==> src/rtl/ser_to_par_pkg.sv <==
// Shared types and defaults for the serial-to-parallel receiver.
// Frame layout: alternating preamble starting with 1, then MSB-first bytes.
package ser_to_par_pkg;

    typedef enum logic [2:0] {
        StSync,
        StIdle,
        StPre,
        StData,
        StDrop
    } state_e;

    localparam int unsigned DefPreamble = 6;
    localparam int unsigned DefDataW    = 8;
    localparam int unsigned DefCntW     = 8;

    // Expected preamble bit at position idx: 1 on even positions.
    function automatic logic pre_bit(input int unsigned idx);
        return (idx % 2) == 0;
    endfunction

endpackage

==> src/rtl/ser_to_par_preamble_chk.sv <==
// Preamble checker: tracks the preamble bit position and compares each stepped bit
// against the alternating pattern.
module ser_to_par_preamble_chk
    import ser_to_par_pkg::*;
#(
    parameter int unsigned PREAMBLE = DefPreamble
) (
    input  logic clk_i,
    input  logic rst_i,
    input  logic step_i,
    input  logic bit_i,
    output logic done_o,
    output logic mismatch_o
);

    localparam int unsigned IdxW = (PREAMBLE > 1) ? $clog2(PREAMBLE) : 1;

    logic [IdxW-1:0] idx_q, idx_d;
    logic            expected;
    logic            last;

    always_comb begin
        expected   = pre_bit(32'(idx_q));
        last       = (idx_q == IdxW'(PREAMBLE - 1));
        mismatch_o = step_i && (bit_i != expected);
        done_o     = step_i && (bit_i == expected) && last;
        // Any cycle without a step restarts the pattern from position 0.
        if (!step_i || mismatch_o || done_o) begin
            idx_d = '0;
        end else begin
            idx_d = idx_q + IdxW'(1);
        end
    end

    always_ff @(posedge clk_i) begin
        if (rst_i) begin
            idx_q <= '0;
        end else begin
            idx_q <= idx_d;
        end
    end

endmodule

==> src/rtl/ser_to_par.sv <==
// Serial-to-parallel receiver: validates the preamble, deserialises MSB-first bytes
// and reports bytes, clean frame ends, malformed frames and per-frame byte counts.
module ser_to_par
    import ser_to_par_pkg::*;
#(
    parameter int unsigned PREAMBLE = DefPreamble,
    parameter int unsigned DATA_W   = DefDataW,
    parameter int unsigned CNT_W    = DefCntW
) (
    input  logic              clk_i,
    input  logic              rst_i,
    input  logic              en_i,
    input  logic              ser_data_i,
    output logic [DATA_W-1:0] prl_data_o,
    output logic              valid_o,
    output logic              busy_o,
    output logic              frame_end_o,
    output logic [CNT_W-1:0]  byte_cnt_o,
    output logic              err_o
);

    localparam int unsigned BitW = (DATA_W > 1) ? $clog2(DATA_W) : 1;

    state_e            state_q, state_d;
    logic [DATA_W-1:0] shift_q, shift_d;
    logic [DATA_W-1:0] prl_q, prl_d;
    logic [BitW-1:0]   bit_q, bit_d;
    logic [CNT_W-1:0]  cnt_q, cnt_d;
    logic              valid_q, valid_d;
    logic              fe_q, fe_d;
    logic              err_q, err_d;
    logic              pre_step, pre_done, pre_mis;
    logic              last_bit;

    assign pre_step = en_i && ((state_q == StIdle) || (state_q == StPre));
    assign last_bit = (bit_q == BitW'(DATA_W - 1));

    ser_to_par_preamble_chk #(
        .PREAMBLE (PREAMBLE)
    ) u_pre_chk (
        .clk_i      (clk_i),
        .rst_i      (rst_i),
        .step_i     (pre_step),
        .bit_i      (ser_data_i),
        .done_o     (pre_done),
        .mismatch_o (pre_mis)
    );

    always_ff @(posedge clk_i) begin
        if (rst_i) begin
            state_q <= StSync;
        end else begin
            state_q <= state_d;
        end
    end

    always_comb begin
        state_d = state_q;
        unique case (state_q)
            StSync: if (!en_i) state_d = StIdle;
            StIdle, StPre: begin
                if (!en_i) begin
                    state_d = StIdle;
                end else if (pre_mis) begin
                    state_d = StDrop;
                end else if (pre_done) begin
                    state_d = StData;
                end else begin
                    state_d = StPre;
                end
            end
            StData: if (!en_i) state_d = StIdle;
            StDrop: if (!en_i) state_d = StIdle;
            default: state_d = StSync;
        endcase
    end

    always_comb begin
        shift_d = shift_q;
        prl_d   = prl_q;
        bit_d   = bit_q;
        cnt_d   = cnt_q;
        valid_d = 1'b0;
        fe_d    = 1'b0;
        err_d   = 1'b0;
        unique case (state_q)
            StIdle: begin
                bit_d = '0;
                if (en_i) begin
                    cnt_d = '0;
                    err_d = pre_mis;
                end
            end
            StPre: begin
                bit_d = '0;
                err_d = !en_i || pre_mis;
            end
            StData: begin
                if (en_i) begin
                    shift_d = (shift_q << 1) | DATA_W'(ser_data_i);
                    if (last_bit) begin
                        bit_d   = '0;
                        prl_d   = shift_d;
                        valid_d = 1'b1;
                        cnt_d   = (cnt_q == '1) ? cnt_q : cnt_q + CNT_W'(1);
                    end else begin
                        bit_d = bit_q + BitW'(1);
                    end
                end else begin
                    // Frame closes cleanly only on a byte boundary.
                    bit_d = '0;
                    fe_d  = (bit_q == '0);
                    err_d = (bit_q != '0);
                end
            end
            default: bit_d = '0;
        endcase
    end

    always_ff @(posedge clk_i) begin
        if (rst_i) begin
            shift_q <= '0;
            prl_q   <= '0;
            bit_q   <= '0;
            cnt_q   <= '0;
            valid_q <= 1'b0;
            fe_q    <= 1'b0;
            err_q   <= 1'b0;
        end else begin
            shift_q <= shift_d;
            prl_q   <= prl_d;
            bit_q   <= bit_d;
            cnt_q   <= cnt_d;
            valid_q <= valid_d;
            fe_q    <= fe_d;
            err_q   <= err_d;
        end
    end

    assign prl_data_o  = prl_q;
    assign valid_o     = valid_q;
    assign frame_end_o = fe_q;
    assign err_o       = err_q;
    assign byte_cnt_o  = cnt_q;
    assign busy_o      = (state_q == StPre) || (state_q == StData) || (state_q == StDrop);

endmodule

==> config.mk <==
export PLATFORM = sky130hd
export DESIGN_NAME = ser_to_par
export DESIGN_NICKNAME = d
export VERILOG_FILES = /design/src/rtl/ser_to_par_pkg.sv /design/src/rtl/ser_to_par_preamble_chk.sv /design/src/rtl/ser_to_par.sv
export SDC_FILE = /design/constraint.sdc
export NUM_CORES = 1
export LEC_CHECK = 0
export CORE_AREA = 4 4 56 58
export DETAILED_ROUTE_END_ITERATION = 10
export DIE_AREA = 0 0 60 62
export DONT_BUFFER_PORTS = 1
export PLACE_DENSITY = 0.79
export SLEW_MARGIN = 40
export SYNTH_ARGS = -nofsm -noshare
export SYNTH_HDL_FRONTEND = slang
export SYNTH_SLANG_ARGS = --single-unit
==> constraint.sdc <==
create_clock -name clk_i -period 3.77 [get_ports clk_i]
set_clock_uncertainty 0.2 [all_clocks]
set_input_delay 0.9425 -clock clk_i [delete_from_list [all_inputs] [get_ports clk_i]]
set_output_delay 0.9425 -clock clk_i [all_outputs]
set_load 0.03 [all_outputs]
==> reports/metrics.csv <==
metric,value,unit
status,"finished, final reports clean",
synth-adder-area-share,5.38,%
place_inst,208,
fin_hold_ws,0.264,ns
crit_required,2.63,ns
diodes,0,
die_w,60,um
hold_depth,2,
synth_xor_area_share,1.66,%
gp_congestion,0.883,
crit_chain,nand2b_1 > nand2_1,
htreeDepth,2,
drive_gt1_share,7.03,%
dieArea,0.00372,mm2
rsz0062_at_grt,no,
tightest_slew,0.597,ns
area_growth,5.38,%
setup_ws,1.24,ns
gr-usage-all-layers,20.0,%
ant_nets,0,
initial_core_util,59.4,%
slew_headroom,60.0,%
drv_cap,0,
critPathCaptureType,output port,
post_dp_cell_area,0.00157,mm2
overflow,0,
yosysSeqAreaShare,44.3,%
core_area,0.00266,mm2
cts_setup_buffers,0,
clk_pin_slew_worst_paths,0.12,ns
netlist.area_leader.share,44.3,%
synth-simple-area-share,27.7,%
grt_pass1_wl,5.44,mm
powerDensity,438,mW/mm2
drc,0,
synth_edf_count,0,
post-route-cell-area,0.00167,mm2
cts-root-buf,clkbuf_4,
critPathArrivalTime,1.38,ns
synth_compound_area_share,15.7,%
finish.net_count,194,
r2r_cells,5,
clk_path_buf_depth,2,
power.total,0.730,mW
synth_seq_cells,35,
fp-row-count,19,
synth_area_per_cell,8.42,um2
leakage,0.580,nW
muxShareOfSynthArea,0.632,%
via_count,1309,
syn_nets,198,
final-max-slew-violation-count,0,
syn_inst,188,
finalSetupViolCount,0,
crit_slowest_cell,dfxtp_1,
synthTopCellsByArea,"dfxtp_1 44%, a21oi_1 7.6%, nand2_1 7.6%",
holdBufCountCts,0,
hold_class,register to register,
io_buffers,0,
finish.utilization,62.6,%
final_cells,216,
start_kind,register,
antenna_found_initial,0,
die_h,62,um
ys_warn_count,0,
cts.sinks,35,
viasPerCell,6.06,
critical_path_class,register to output port,
critPathMaxFanout,17,
cpPeakStageDelay,0.65,ns
cts-buffers-inserted,5,
wl_per_cell,14.9,um
synth_ff_type,dfxtp_1,
io-pin-count,24,
post_cts_resized,0,
finalCritPeriodShare,67.0,%
synth_top_family_by_area,simple AND/OR/NAND/NOR gates,
timing.final.hold_violations,0,
yosysTopAreaCell,dfxtp_1,
grt_max_degree,31,
grt_pass1_vias,1204,
tns,0,ns
wl,3.21,mm
insertion_delay,0.36,ns
netlist_area,0.00158,mm2
drtPass1Iterations,4,
hpwl,2.12,mm
cts_tree,built,
max_freq,396,MHz
dp_slack,1.48,ns
vdd_drop_max,0.451,mV
synth_common_cells,"35 x dfxtp_1, 32 x nand2_1, 24 x a21oi_1",
synth.most_common_cell,dfxtp_1,
ys_types,42,
period_needed,2.53,ns
drt_iter0_markers,91,
async_reset_ff_share,0,%
==> critical path: cells and delay by family, from the launching register on <==
| kind | cells | cell delay, ns |
|---|---|---|
| flops | 1 | 0.65 |
| simple gates | 2 | 0.38 |
==> cells by family after synthesis <==
family                     after synthesis
muxes                                    1
and+or+nand+nor                         85
xor gates and xnor gates                 3
DFF                                     35
AOI/OAI and AO/OA                       41
buffers and inverters                   16
adders and majority gates                7
==> final timing paths <==
check	startpoint	end	slack, ns
setup / recovery	state_q[1]$_SDFFE_PP0P_	busy_o	1.24
hold / removal	shift_q[2]$_SDFFE_PP0P_	shift_q[3]$_SDFFE_PP0P_	0.26
setup reg to reg	byte_cnt_o[0]$_SDFFE_PP0P_	byte_cnt_o[6]$_SDFFE_PP0P_	1.43
hold reg to reg	shift_q[2]$_SDFFE_PP0P_	shift_q[3]$_SDFFE_PP0P_	0.26
==> placed cells by master, fill, tap and decap left out, types with 2 or more instances in the layout <==
master / instances
and3_1: 3
and3b_2: 2
dfxtp_1: 35
a21oi_1: 24
clkbuf_4: 5
o21ai_0: 7
xnor2_1: 2
nand4_1: 4
nor4_1: 3
inv_1: 5
ha_1: 6
o211ai_1: 2
nand2b_1: 2
nand2_1: 32
a31oi_1: 3
and2_1: 2
nor2_1: 10
or2_2: 2
nor3_1: 2
or2b_1: 2
bufinv_16: 2
nand3_1: 11
==> flip-flops by register name (all words and copies together), names as in the netlist <==
signal	cells
bit_q	3
byte_cnt_o	8
err_o	1
frame_end_o	1
prl_data_o	8
shift_q	7
state_q	3
u_pre_chk.idx_q	3
valid_o	1
==> where the power goes <==
part	leakage [nW]	switching, mW	internal [mW]	total, mW
Combinational	0.245	0.00996	0.00658	0.0165
Clock	0.0525	0.131	0.207	0.338
Sequential	0.282	0.00469	0.371	0.376
==> per-layer routing <==
layer / up-vias / GRT usage, % / routed length, um / part of all wire (%)
met2: 37 / 33.6 / 1590 / 50
met5: - / 0 / 0 / 0
met3: 4 / 7.02 / 244 / 7.6
met1: 614 / 23.1 / 1330 / 41
li1: 654 / - / - / -
met4: 0 / 8.54 / 44 / 1.4
==> cell type report <==
type                    instances  area [um2]
fillers                       229         995
multi-input cells             137         808
flip-flops and latches         35         701
clock inverters                 2        60.1
clock buffers                   6        41.3
well taps                      31        38.8
inverters                       5        18.8
No activity file was read; power rests on OpenSTA's default activity.
